==> src/rtl/sigmoid_pwl_seq_pkg.sv <==
// -----------------------------------------------------------------------------
// sigmoid_pwl_pkg
// Shared constants for the piecewise-linear sigmoid sequencer:
//   - Q8.8 format defaults and the ONE constant
//   - breakpoint / intercept / slope coefficient tables (Q8.8, unsigned)
//   - the sequencer state encoding
//   - small ROM lookup helpers that never index past the table end
// -----------------------------------------------------------------------------
package sigmoid_pwl_pkg;

    localparam int DATA_W_DEF = 16;
    localparam int FRAC_W_DEF = 8;
    localparam int NUM_SEG    = 6;
    localparam int SEG_W      = 3;
    localparam int SLOPE_W    = 8;
    localparam int PROD_W     = 24;

    localparam logic [15:0] ONE = 16'd256;

    // Segment start points over |x|: 0,1,2,3,4,5 in real units.
    localparam logic [15:0] BP [NUM_SEG] = '{16'd0, 16'd256, 16'd512,
                                             16'd768, 16'd1024, 16'd1280};
    localparam logic [15:0] ICPT [NUM_SEG] = '{16'd128, 16'd187, 16'd225,
                                               16'd244, 16'd251, 16'd254};
    // The last segment is flat so the result pins at 254 for |x| >= 5.
    localparam logic [SLOPE_W-1:0] SLOPE [NUM_SEG] = '{8'd59, 8'd38, 8'd19,
                                                       8'd7, 8'd3, 8'd0};

    typedef enum logic [2:0] {
        IDLE = 3'd0,
        ABS  = 3'd1,
        SEG  = 3'd2,
        MUL  = 3'd3,
        ADD  = 3'd4,
        SYM  = 3'd5,
        OUT  = 3'd6
    } state_e;

    // Breakpoint lookup; unused segment codes fall back to the flat segment.
    function automatic logic [15:0] bp_of(input logic [SEG_W-1:0] seg);
        case (seg)
            3'd0:    bp_of = BP[0];
            3'd1:    bp_of = BP[1];
            3'd2:    bp_of = BP[2];
            3'd3:    bp_of = BP[3];
            3'd4:    bp_of = BP[4];
            3'd5:    bp_of = BP[5];
            default: bp_of = BP[NUM_SEG-1];
        endcase
    endfunction

    // Intercept lookup; unused segment codes fall back to the flat segment.
    function automatic logic [15:0] icpt_of(input logic [SEG_W-1:0] seg);
        case (seg)
            3'd0:    icpt_of = ICPT[0];
            3'd1:    icpt_of = ICPT[1];
            3'd2:    icpt_of = ICPT[2];
            3'd3:    icpt_of = ICPT[3];
            3'd4:    icpt_of = ICPT[4];
            3'd5:    icpt_of = ICPT[5];
            default: icpt_of = ICPT[NUM_SEG-1];
        endcase
    endfunction

    // Slope lookup; unused segment codes fall back to the flat segment.
    function automatic logic [SLOPE_W-1:0] slope_of(input logic [SEG_W-1:0] seg);
        case (seg)
            3'd0:    slope_of = SLOPE[0];
            3'd1:    slope_of = SLOPE[1];
            3'd2:    slope_of = SLOPE[2];
            3'd3:    slope_of = SLOPE[3];
            3'd4:    slope_of = SLOPE[4];
            3'd5:    slope_of = SLOPE[5];
            default: slope_of = SLOPE[NUM_SEG-1];
        endcase
    endfunction

endpackage

==> src/rtl/sigmoid_pwl_seq_seg_select.sv <==
// -----------------------------------------------------------------------------
// pwl_seg_select
// Combinational segment selection for the PWL sigmoid.
//   ax_i    : |x| in Q8.8 (unsigned, at most 0x7FFF)
//   seg_o   : segment index, min(integer part of |x|, NUM_SEG-1)
//   off_o   : |x| minus the segment breakpoint (0..255 for segments 0..4)
//   slope_o : slope coefficient of the selected segment
//   icpt_o  : intercept coefficient of the selected segment
// The parent registers all outputs in its SEG state.
// -----------------------------------------------------------------------------
module pwl_seg_select
    import sigmoid_pwl_pkg::*;
#(
    parameter int DATA_W = DATA_W_DEF,
    parameter int FRAC_W = FRAC_W_DEF
) (
    input  logic [DATA_W-1:0]  ax_i,
    output logic [SEG_W-1:0]   seg_o,
    output logic [DATA_W-1:0]  off_o,
    output logic [SLOPE_W-1:0] slope_o,
    output logic [DATA_W-1:0]  icpt_o
);

    logic [DATA_W-FRAC_W-1:0] int_part_s;
    logic [SEG_W-1:0]         seg_s;

    // Segment index, offset into the segment and coefficient lookup.
    always_comb begin
        int_part_s = ax_i[DATA_W-1:FRAC_W];
        // An exact breakpoint has a zero fractional part, so it lands in the upper segment.
        if (int_part_s >= (DATA_W-FRAC_W)'(NUM_SEG-1)) begin
            seg_s = SEG_W'(NUM_SEG-1);
        end else begin
            seg_s = int_part_s[SEG_W-1:0];
        end
        seg_o   = seg_s;
        off_o   = ax_i - bp_of(seg_s);
        slope_o = slope_of(seg_s);
        icpt_o  = icpt_of(seg_s);
    end

endmodule

==> src/rtl/sigmoid_pwl_seq.sv <==
// -----------------------------------------------------------------------------
// sigmoid_pwl_seq
// Multi-cycle sequencer computing sigmoid(x) with a 6-segment PWL
// approximation over |x| and the symmetry sigmoid(-x) = 1 - sigmoid(x).
// One sample in flight; the output is valid 5 cycles after the accept edge.
//   clk        : rising-edge clock
//   rst        : asynchronous active-high reset
//   in_valid   : sample valid          in_ready  : accepting a sample (IDLE)
//   in_data    : signed Q8.8 sample
//   out_valid  : result valid          out_ready : downstream takes result
//   out_data   : sigmoid(x), Q8.8, 0..256, zero-extended
//   busy       : sequencer not in IDLE
// -----------------------------------------------------------------------------
module sigmoid_pwl_seq
    import sigmoid_pwl_pkg::*;
#(
    parameter int DATA_W = DATA_W_DEF,
    parameter int FRAC_W = FRAC_W_DEF
) (
    input  logic              clk,
    input  logic              rst,
    input  logic              in_valid,
    output logic              in_ready,
    input  logic [DATA_W-1:0] in_data,
    output logic              out_valid,
    input  logic              out_ready,
    output logic [DATA_W-1:0] out_data,
    output logic              busy
);

    state_e               state_q, state_d;
    logic [DATA_W-1:0]    x_q, x_d;
    logic                 sign_q, sign_d;
    logic [DATA_W-1:0]    ax_q, ax_d;
    logic [SEG_W-1:0]     seg_q, seg_d;
    logic [DATA_W-1:0]    off_q, off_d;
    logic [SLOPE_W-1:0]   slope_q, slope_d;
    logic [DATA_W-1:0]    icpt_q, icpt_d;
    logic [PROD_W-1:0]    prod_q, prod_d;
    logic [DATA_W-1:0]    y_q, y_d;
    logic                 in_ready_q, in_ready_d;
    logic                 out_valid_q, out_valid_d;
    logic                 busy_q, busy_d;

    logic [SEG_W-1:0]     seg_s;
    logic [DATA_W-1:0]    off_s;
    logic [SLOPE_W-1:0]   slope_s;
    logic [DATA_W-1:0]    icpt_s;
    logic [PROD_W-1:0]    rnd_s;
    logic [DATA_W:0]      sum_s;

    pwl_seg_select #(
        .DATA_W (DATA_W),
        .FRAC_W (FRAC_W)
    ) u_seg_select (
        .ax_i    (ax_q),
        .seg_o   (seg_s),
        .off_o   (off_s),
        .slope_o (slope_s),
        .icpt_o  (icpt_s)
    );

    // State, datapath and registered handshake outputs.
    always_ff @(posedge clk or posedge rst) begin
        if (rst) begin
            state_q     <= IDLE;
            x_q         <= '0;
            sign_q      <= 1'b0;
            ax_q        <= '0;
            seg_q       <= '0;
            off_q       <= '0;
            slope_q     <= '0;
            icpt_q      <= '0;
            prod_q      <= '0;
            y_q         <= '0;
            in_ready_q  <= 1'b1;
            out_valid_q <= 1'b0;
            busy_q      <= 1'b0;
        end else begin
            state_q     <= state_d;
            x_q         <= x_d;
            sign_q      <= sign_d;
            ax_q        <= ax_d;
            seg_q       <= seg_d;
            off_q       <= off_d;
            slope_q     <= slope_d;
            icpt_q      <= icpt_d;
            prod_q      <= prod_d;
            y_q         <= y_d;
            in_ready_q  <= in_ready_d;
            out_valid_q <= out_valid_d;
            busy_q      <= busy_d;
        end
    end

    // Next-state and datapath step for each sequencer state.
    always_comb begin
        state_d = state_q;
        x_d     = x_q;
        sign_d  = sign_q;
        ax_d    = ax_q;
        seg_d   = seg_q;
        off_d   = off_q;
        slope_d = slope_q;
        icpt_d  = icpt_q;
        prod_d  = prod_q;
        y_d     = y_q;
        // Round half up before dropping the fractional bits of the product.
        rnd_s   = (prod_q + PROD_W'(1 << (FRAC_W-1))) >> FRAC_W;
        sum_s   = (DATA_W+1)'(icpt_q) + (DATA_W+1)'(rnd_s);

        case (state_q)
            IDLE: begin
                if (in_valid && in_ready_q) begin
                    x_d     = in_data;
                    state_d = ABS;
                end else begin
                    state_d = IDLE;
                end
            end
            ABS: begin
                sign_d = x_q[DATA_W-1];
                // The most negative value has no positive twin; clamp it to max.
                if (x_q == {1'b1, {(DATA_W-1){1'b0}}}) begin
                    ax_d = {1'b0, {(DATA_W-1){1'b1}}};
                end else if (x_q[DATA_W-1]) begin
                    ax_d = ~x_q + DATA_W'(1);
                end else begin
                    ax_d = x_q;
                end
                state_d = SEG;
            end
            SEG: begin
                seg_d   = seg_s;
                off_d   = off_s;
                slope_d = slope_s;
                icpt_d  = icpt_s;
                state_d = MUL;
            end
            MUL: begin
                prod_d  = PROD_W'(slope_q) * PROD_W'(off_q);
                state_d = ADD;
            end
            ADD: begin
                if (sum_s > (DATA_W+1)'(ONE)) begin
                    y_d = DATA_W'(ONE);
                end else begin
                    y_d = sum_s[DATA_W-1:0];
                end
                state_d = SYM;
            end
            SYM: begin
                if (sign_q) begin
                    y_d = DATA_W'(ONE) - y_q;
                end else begin
                    y_d = y_q;
                end
                state_d = OUT;
            end
            OUT: begin
                if (out_ready) begin
                    state_d = IDLE;
                end else begin
                    state_d = OUT;
                end
            end
            default: begin
                state_d = IDLE;
            end
        endcase

        // Handshake flags follow the upcoming state so they are registered outputs.
        in_ready_d  = (state_d == IDLE);
        out_valid_d = (state_d == OUT);
        busy_d      = (state_d != IDLE);
    end

    assign in_ready  = in_ready_q;
    assign out_valid = out_valid_q;
    assign busy      = busy_q;
    assign out_data  = y_q;

endmodule

==> config.mk <==
export PLATFORM = sky130hd
export DESIGN_NAME = sigmoid_pwl_seq
export DESIGN_NICKNAME = d
export VERILOG_FILES = /design/src/rtl/sigmoid_pwl_seq_pkg.sv /design/src/rtl/sigmoid_pwl_seq_seg_select.sv /design/src/rtl/sigmoid_pwl_seq.sv
export SDC_FILE = /design/constraint.sdc
export NUM_CORES = 1
export LEC_CHECK = 0
export ABC_AREA = 0
export ABC_CLOCK_PERIOD_IN_PS = 6810
export CAP_MARGIN = 5
export CORE_MARGIN = 2
export CORE_UTILIZATION = 40
export CTS_BUF_LIST = sky130_fd_sc_hd__clkbuf_8
export DETAILED_ROUTE_END_ITERATION = 8
export SYNTH_ARGS = -nofsm -noshare
export SYNTH_HDL_FRONTEND = slang
export SYNTH_SLANG_ARGS = --single-unit
==> constraint.sdc <==
create_clock -name clk -period 6.81 [get_ports clk]
set_clock_uncertainty 0.05 [all_clocks]
set_input_delay 1.7025 -clock clk [delete_from_list [all_inputs] [get_ports clk]]
set_output_delay 1.7025 -clock clk [all_outputs]
set_load 0.005 [all_outputs]
==> Yosys cells after proc, flatten, opt, wreduce, memory -nomap -nowiden <==
Cells that the tools add are included.
{ "op_classes": {"add_sub_neg": 5, "n_mul": 1, "bitwise": 1, "n_reduce_logical": 8, "n_eq_ne": 13, "magnitude_cmp": 2, "mux": 12} }
{ "op_table": {"columns": ["operator", "count"], "rows": [
  ["16-bit 2-to-1 mux", 4],
  ["11-bit one-hot mux with 5 select lines", 1],
  ["7-bit one-hot mux with 5 select lines", 1],
  ["16-bit one-hot mux with 2 select lines", 1],
  ["6-bit one-hot mux with 5 select lines", 1],
  ["24-bit by 8-bit adder with 24-bit output, second input constant", 1],
  ["8-bit by 16-bit multiplier with 24-bit output", 1],
  ["3-bit one-hot mux with 7 select lines", 1],
  ["16-bit by 16-bit adder with 17-bit output", 1],
  ["17-bit by 9-bit greater-than comparator with 1-bit output, second input constant", 1],
  ["16-bit by 1-bit adder with 16-bit output, second input constant", 1],
  ["16-bit equality test, second input constant", 1],
  ["16-bit NOT", 1],
  ["16-bit by 11-bit subtractor with 16-bit output", 1],
  ["9-bit by 16-bit subtractor with 16-bit output, first input constant", 1],
  ["3-bit equality test, second input constant", 5],
  ["3-bit by 2-bit equality test with 1-bit output, second input constant", 4],
  ["3-bit logical NOT", 3],
  ["8-bit by 3-bit greater-or-equal comparator with 1-bit output, second input constant", 1],
  ["3-bit by 1-bit equality test with 1-bit output, second input constant", 2],
  ["3-bit 2-to-1 mux", 2],
  ["2-bit AND reduction", 2],
  ["3-bit nonzero test", 1],
  ["2-bit != test, second input constant", 1],
  ["other kinds (3)", 3]
]} }
{ "word_totals": {"ff_bits": 119, "output_inout_bits": 19, "in_bits": 20, "word_cells": 54} }

==> Longest topological paths before layout <==
Gate-level depths: netlist of the first run.
{ "logic_depth": {"ltp_word": 5, "mapped_depth": 17, "mapped_depth_nobuf": 16} }

==> Modules after synthesis <==
From an unflattened synthesis of the first run, not the netlist that was laid out.
{ "unflattened": {"cells_unflattened": 1045, "area_unflattened_um2": 10102.2} }
{ "by_module_without_submodules": {"columns": ["module", "area_per_inst_um2", "cells_per_inst", "seq_area_each_um2", "n_inst"], "rows": [
  ["sigmoid_pwl_seq", 9589.2, 967, 2803.9, 1],
  ["pwl_seg_select", 513.0, 78, 0.0, 1]
]} }

==> Least setup slack after synthesis of the first run <==
No wires, ideal clock.
{ "synth_path": {"path_kind": "flip-flop to flip-flop", "start": "register slope_q[4]", "end": "register prod_q[20]", "arrival_time_ns": 4.522, "path_buffers": 1, "required_time_ns": 6.627, "setup_slack_ns": 2.105, "setup_ns": 0.133, "path_stages_with_launch": 18, "synth_period_minus_slack_ns": 4.705, "path_cell_list": "dfrtp_1 > clkbuf_1 > and2_1 > fa_1 > fa_1 > fa_1 > inv_1 > fa_1 > inv_1 > ha_1 > a21o_1 > a21oi_1 > nor2b_1 > o221ai_1 > a311oi_2 > a21o_1 > a2111oi_0 > nor2_1"} }
{ "synth_via": {"elab_chain_cells": 1} }
{ "synth_rtl": {"columns": ["item", "line_no", "text"], "rows": [
  ["start, declared", "sigmoid_pwl_seq.sv:37", "logic [SLOPE_W-1:0] slope_q, slope_d;"],
  ["start signal, assigned", "sigmoid_pwl_seq.sv:86", "slope_q <= slope_d;"],
  ["8-bit by 16-bit multiplier with 24-bit output", "sigmoid_pwl_seq.sv:141", "prod_d = PROD_W'(slope_q) * PROD_W'(off_q);"],
  ["end signal, assigned", "sigmoid_pwl_seq.sv:88", "prod_q <= prod_d;"],
  ["end, declared", "sigmoid_pwl_seq.sv:39", "logic [PROD_W-1:0] prod_q, prod_d;"]
]} }
No other way between the ends.
A chain may end at the register's enable or synchronous reset.

==> Worst setup path after layout of the first run <==
Same ends and word-level chain as after synthesis.

==> results of run 1 <==
[flip-flops by register name, indices dropped and copies added (netlist names)]
signal     count
ax_q          16
off_q         16
out_data      16
prod_q        16
x_q           16
icpt_q         7
slope_q        6
state_q        3
busy           1
in_ready       1
out_valid      1
sign_q         1
[stage by stage]
stage               setup WS [ps]  cell area (µm²)
floorplan                    2105             8346
global placement             1879             8951
detailed placement           1804             8951
CTS                          1796             9159
global route                 1526             9159
finish                       1813             9159
[critical path, cell delays in order (launching register included)]
cell and delay (ps):
dfrtp_1 570, and2_1 240, fa_1 450, fa_1 510, fa_1 500, inv_1 60
fa_1 520, inv_1 40, ha_1 340, a21o_1 210, a21oi_1 140, nor2b_1 80
o221ai_1 230, a311oi_2 200, a21o_1 230, a2111oi_0 410, nor2_1 100
[worst paths after layout]
kind                       startpoint            to
min in group asynchronous         rst  out_data[10]
min reg2reg                   ax_q[6]      off_q[6]
max reg2reg                slope_q[4]    prod_q[20]
max                        slope_q[4]    prod_q[20]
max in group asynchronous         rst      ax_q[15]
min                           ax_q[6]      off_q[6]
[cell families (layout without fill, tap and decap cells)]
group                    after synthesis  after routing  share of synthesized area (%)
buffers and inverters                127            151                          5.877
adder cells (fa/ha/maj)              117            117                          22.76
XOR/XNOR                              54             54                          5.757
multiplexers                          20             20                          2.624
flip-flops                           100            100                          30.00
AO/OA/AOI/OAI                        156            156                          11.74
AND/OR/NAND/NOR                      348            348                          21.24
[final cells by class]
| class | instances | area share (%) |
|---|---|---|
| repair buffers | 41 | 4.399 |
| clock inverters | 6 | 0.7650 |
| multi-input cells | 695 | 58.43 |
| flip-flops and latches | 100 | 27.34 |
| well taps | 270 | 3.689 |
| inverters | 94 | 3.880 |
| clock buffers | 10 | 1.503 |
[cells in the final DEF (no fill, tap or decap), drive strengths merged, types with 5 or more instances in the layout]
master           n
a21o             8
fa              58
xor2            27
nand4           11
and2            92
mux2            15
nand2b           6
nand2          110
or3             18
nor3            12
o31ai           11
ha              59
inv             96
nor2b            7
nor2            58
a31oi            9
nand3           15
dfrtp           99
clkbuf          10
a21oi           37
o21ai           54
clkdlybuf4s50   38
xnor2           27
a22oi            6
mux2i            5
[synthesized netlist by cell type (all sizes together), types with 7 or more instances]
cell type	count
a21o	8
a21oi	37
a31oi	9
and2	92
clkbuf	29
dfrtp	99
fa	58
ha	59
inv	94
mux2	15
nand2	110
nand3	15
nand4	11
nor2	58
nor2b	7
nor3	12
o21ai	54
o31ai	11
or3	18
xnor2	27
xor2	27
[routing by layer]
layer	vias up	routed length [µm]	global-route usage (%)
met4	0	161	3.429
met2	51	7465	26.09
met3	12	312	2.454
met5	-	0	0
li1	3096	-	-
met1	2898	9092	25.41
[report_power, final]
group | switching (mW) | leakage, nW | total (mW) | internal, mW
sequential | 0.361 | 1.24 | 1.20 | 0.835
clock | 0.248 | 0.105 | 0.403 | 0.155
combinational | 0.963 | 3.01 | 1.74 | 0.774
total | 1.57 | 4.36 | 3.33 | 1.76
==> results.txt, run 1 <==
- After floorplanning, the core was sized to cover around 0.020 mm².
- Average instance area after synthesis: approximately 9.1 µm²
* Cell chosen for the clock root: clkbuf_8
* Placer Congestion: 0.7972
- Dividing the detail-routed via count by the number of cells gives roughly 5.
* Vert. Die Dim: approximately 150 µm
* Layout cell share with drive strength beyond 1: 5.285%
- Measured in cells, the most critical reg-to-reg path has a length of 16.
- Routed wire length: roughly 17 mm
* Highest achievable clock rate: approximately 200 MHz
- Starting utilization of the core area: 40.98%
- Largest driver fanout on the critical path: 17
* Part of the Yosys area used for sequential elements: 30.00%
- In this run the static leakage power is between 4 and 5 nW.
- Post-synthesis instance area: 0.008346 mm²
- Post-CTS Setup Bufs: 0
- Synthesized Nets: approximately 1.1k
- Port buffering added 38 buffers.
* DRC violations left: 0
* Synth area leader: dfrtp_1
* Critical path required time: 7020 ps
- Initial antenna violation count: 0
* Sum Neg Setup Slack: 0 ps
* Hold Fails Final Rpt: 0
- Worst Setup End Kind: register
* Share of the synthesized area in the top cell type: between 20 and 30%
* Leftover overflow at the end of global routing: 0
* Count of final setup violators: 0
- Routed wirelength normalized by instance count: between 10 and 15 µm
- Total I/O pin count: 39
* Arr. time, crit path: around 5200 ps
- Share of flip-flops with an asynchronous set or reset: 100.0%
- The number of global-route vias before repair is 6039.
* Half-perimeter wire length of the detailed placement result: ~13 mm
* Remaining number of nets flagged by the antenna check after routing: 0
- Headroom to the max-slew limit came out at between 10% and 20%.
* Synth top area cells: dfrtp_1, fa_1, ha_1, and2_1, nand2_1
- The number of clock buffers added by TritonCTS is 9.
* Area enclosed by the die boundary: 0.02203 mm²
- Kind of start point of the critical path: register
- Number of cells traversed by the worst hold path: 2
* Count of flip-flops with a built-in enable after synthesis: 0
- The floorplan has 52 rows.
* Fillcell total: 2029
- Clock-pin transition on the worst setup and hold timing paths: 120 ps
- Area of all sequential standard cells: 0.002504 mm²
- Total number of vias: 6057
- The worst setup path is of the register to register kind.
- Outcome: finished, final reports clean
* CTS resizes: 0
- Global routing consumed, over all layers together, between 10% and 20% of the routing resources.
* Clk_lat worst skew: 390 ps
* Die Wd: 148.4 µm
- Before antenna repair, the detailed router went through 4 iterations.
- The number of placed instances, taps included, is 1200.
- In the final layout, the multi-input gates occupy 0.005351 mm².
- Post-synthesis sequential element count: 100
* Max cap viols: 0
* Pwr dens: about 360 mW/mm²
* Top FF cell, synth: dfrtp_1
- After clock tree synthesis, the flow added hold-fix buffers numbering 0.
* Total number of clock tree sinks: 100
- Entering global routing, the biggest net connects 68 pins.
- Setup repair after global routing missed its margin: no
- The max-slew violation total from the final report was 0.
* Number of different library cells in the post-synthesis netlist: 64
* Worst supply voltage drop on vdd: 194.6 µV
* Number of cells in the finished layout apart from fillers: 1216
* Share of the clock period used by the worst path: 73.38%
* Final design utilization: between 40% and 50%
- The first global-routing pass estimated 30.45 mm of wire.
- For this run, the post-layout net count is 1078.
* Post-Synthesis Cells: 922
- Clock tree from TritonCTS: yes
- The Yosys step of the flow raised 0 warnings.
- Slew at the pin closest to its max-slew limit: 1210 ps
- In this run the deepest clock path goes through 2 buffers.
- Initial drt markers: 261
- From synthesis to final layout, the design area changed by 9.745%.
- The design draws 3.334 mW.
- Depth of the CTS H-tree: 3
- The clock period could shrink to 4997 ps.
* Hold Path Class: register to register
* Total inserted antenna cells: 0
- Worst hold slack: 416.8 ps
- The worst register-to-register path has a setup slack of 1810 ps.
(Power assumes the default switching activity.)
==> run 2: changes to the inputs <==
ABC_CLOCK_PERIOD_IN_PS = 5200   (was 6810)
clock period = 5.2 ns   (was 6.81 ns; I/O delays follow)
==> run 2 against run 1 <==
Net effect:
- cell count rose by 0.41%
- power rose by 31%
- critical path depth did not move
- first-iteration DRC count fell by 16%
- fmax rose by 3.6%
- die area did not move
- sequential power rose by 29%
- non-clock buffer count rose by 5
- global-route usage fell by 0.061 points
- hold slack improved by 2.7 ps
- via count did not move
- register-to-register slack got worse by 1400 ps
- largest cell class unchanged
==> results.txt, run 2 (synthesis results as in run 1) <==
* Wire length of the first global-routing pass: approximately 31 mm
- Total Nets Final: roughly 1.1k
- After layout, the worst path uses 92.80% of the clock period.
- Most frequent cells in the layout: nand2_1, dfrtp_1, inv_1
* Half-perimeter wire length of the detailed placement result: about 14 mm
* Highest achievable clock rate: 207.2 MHz
- Cell chosen for the clock root: clkbuf_8
- Avg Vias per Cell: between 4 and 5
- The internal power of the cells totals 2.304 mW.
- In this run the remaining antenna-violating nets after routing total 0.
- The flow ran to the end, and the final reports show no timing, DRC or antenna violations.
- Row cnt: 52
- In this run, the combinational gates consume 53.2% of the power.
* Leakage power total: 4.370 nW
- Final period demand of the worst path: 4826 ps
- Pwr dens: roughly 480 mW/mm²
- The H-tree generated during clock tree synthesis spans 3 levels.
- Vert. Die Dim: between 100 and 150 µm
- Initial antenna violation count: 0
- The worst setup path is launched from a register.
- Worst reg2reg path startpoint: slope_q[3]
* Clock Tree Buf Depth: 2
- Sw Share: about 47%
- Routed wirelength normalized by instance count: 14.11 µm
- Most common cell after layout, fill and taps aside: nand2_1
* Count of final setup violators: 0
* Number of cells in the finished layout apart from fillers: 1221
- In this run the count of I/O pins placed on the die edge is 39.
* Worst-case headroom to the max-slew limit: 21.39%
* Synth-to-layout area growth: 10.07%
- For the pin with the worst max-slew slack, the measured transition is 1176 ps.
- In this run, CTS created clock tree buffers numbering 9.
- Routed wire length: 17.23 mm
- The worst hold path terminates at off_q[7].
- Clk_lat worst skew: 380 ps
- Hold path startpoint: ax_q[7]
* Number of cells traversed by the worst hold path: 2
- Critical path class: register to register
- Clock power share: a little under an eighth
- Global-route usage over all layers: 16.85%
- The number of global-route vias before repair was 6157.
- Fill cells in the final layout number between 1.5k and 2k.
* Std-Cell Core Area: 0.02036 mm²
- Entering global routing, the biggest net connects between 60 and 70 pins.
- Total inserted antenna cells: 0
- Starting utilization of the core area: between 40% and 50%
* Hold Path Class: register to register
- TritonCTS built the clock tree.
- Reg2reg path depth: 16
* Hold Fails Final Rpt: 0
* Area enclosed by the die boundary: 0.02203 mm²
- For this run, design rule violations remaining after detail routing come to 0.
* Total number of clock tree sinks: 100
* Post-CTS Hold Buffers: 0
* Critical path required time: 5400 ps
* Clock-pin transition on the worst setup and hold timing paths: 110 ps
- Sum Neg Setup Slack: 0 ps
- Multi-input logic area: 0.005363 mm²
- Sw power: 2.060 mW
- Along the worst path, the maximum fanout reaches 17.
- R2R Path End: prod_q[20]
- Total number of vias: a little over 6k
* Max Transition Viols Final: 0
* Layout cell share with drive strength beyond 1: 6.099%
- First-pass iteration count of the detailed router: 4
- Setup repair after global routing left no endpoint under its margin.
- Once the clock tree was built, the setup fixing pass inserted 0 buffers.
* Die Wd: 148.4 µm
- Initial drt markers: 220
* Sequential Power Share: between 30% and 40%
- Max-cap violations in this run came to 0.
- Setup slack on the critical path of the routed design comes to 374.5 ps.
- The worst setup path is captured at a register.
- CTS resizes: 0
* Placer Congestion: 0.7969
- STA puts the critical path data arrival time at approximately 5000 ps.
- Setup slack of the most critical reg-to-reg path: 370 ps
- Pre-CTS WS: 268.0 ps
- Number of input and output port buffers inserted: 38
* Worst supply voltage drop on vdd: 321.3 µV
- Cell count after placement: ~1.2k
- Summing all flip-flop and latch instances after layout gives 0.002506 mm².
- Leftover overflow at the end of global routing: 0
run 2: cell count changes in the layout (fill, tap and decap cells not counted), sizes merged:
cell / before / now
clkinvlp: 0 / 1
clkbuf: 10 / 9
inv: 96 / 98
buf: 3 / 8
clkinv: 4 / 2
run 2: critical path, stage by stage, from the launching register on:
cell       delay [ps]
dfrtp_2           520
and2_1            190
fa_1              430
fa_1              500
fa_1              500
inv_1              60
fa_1              520
inv_1              40
ha_1              340
a21o_1            210
a21oi_1           140
nor2b_1            80
o221ai_2          180
a311oi_2          190
a21o_1            230
a2111oi_0         410
nor2_1             90
run 2: worst max path at each step:
stage	start	endpoint	slack, ps
floorplan	slope_q[4]	prod_q[20]	490
global placement	slope_q[3]	prod_q[20]	310
detailed placement	slope_q[2]	prod_q[20]	270
CTS	slope_q[3]	prod_q[20]	240
global route	slope_q[3]	prod_q[21]	10
finish	slope_q[3]	prod_q[20]	370
run 2: area by class of cell:
class	count	share of cell area, %
clock buffers	9	1.348
clock inverters	7	0.6538
inverters	94	3.868
multi-input cells	695	58.38
flip-flops and latches	100	27.28
well taps	270	3.677
repair buffers	46	4.794
run 2: through the flow:
| stage | power [mW] | hold slack, ps | util, % | area [µm²] |
|---|---|---|---|---|
| 2_1_floorplan | 3.220 | 389.4 | - | 8346 |
| 3_3_place_gp | 3.863 | 403.1 | 44.14 | 8989 |
| 3_5_place_dp | 3.889 | 409.9 | 44.14 | 8989 |
| 4_1_cts | 4.399 | 432.0 | 45.04 | 9173 |
| 5_1_grt | 4.808 | 460.9 | 45.11 | 9186 |
| 6_report | 4.364 | 419.4 | 45.11 | 9186 |
run 2: metal layers:
layer	up-vias	part of all wire, %	global-route usage (%)
li1	3100	-	-
met1	2877	53	25.40
met2	75	44	26.41
met3	5	2.7	2.209
met4	0	0.65	2.762
met5	-	0	0
run 2: power groups by stage:
stage	Combinational (mW)	Sequential, mW	Clock (mW)
5_1_grt	2.65	1.62	0.541
4_1_cts	2.34	1.55	0.510
3_3_place_gp	2.31	1.56	0
6_report	2.32	1.55	0.492
3_5_place_dp	2.32	1.57	0
2_1_floorplan	1.85	1.37	0
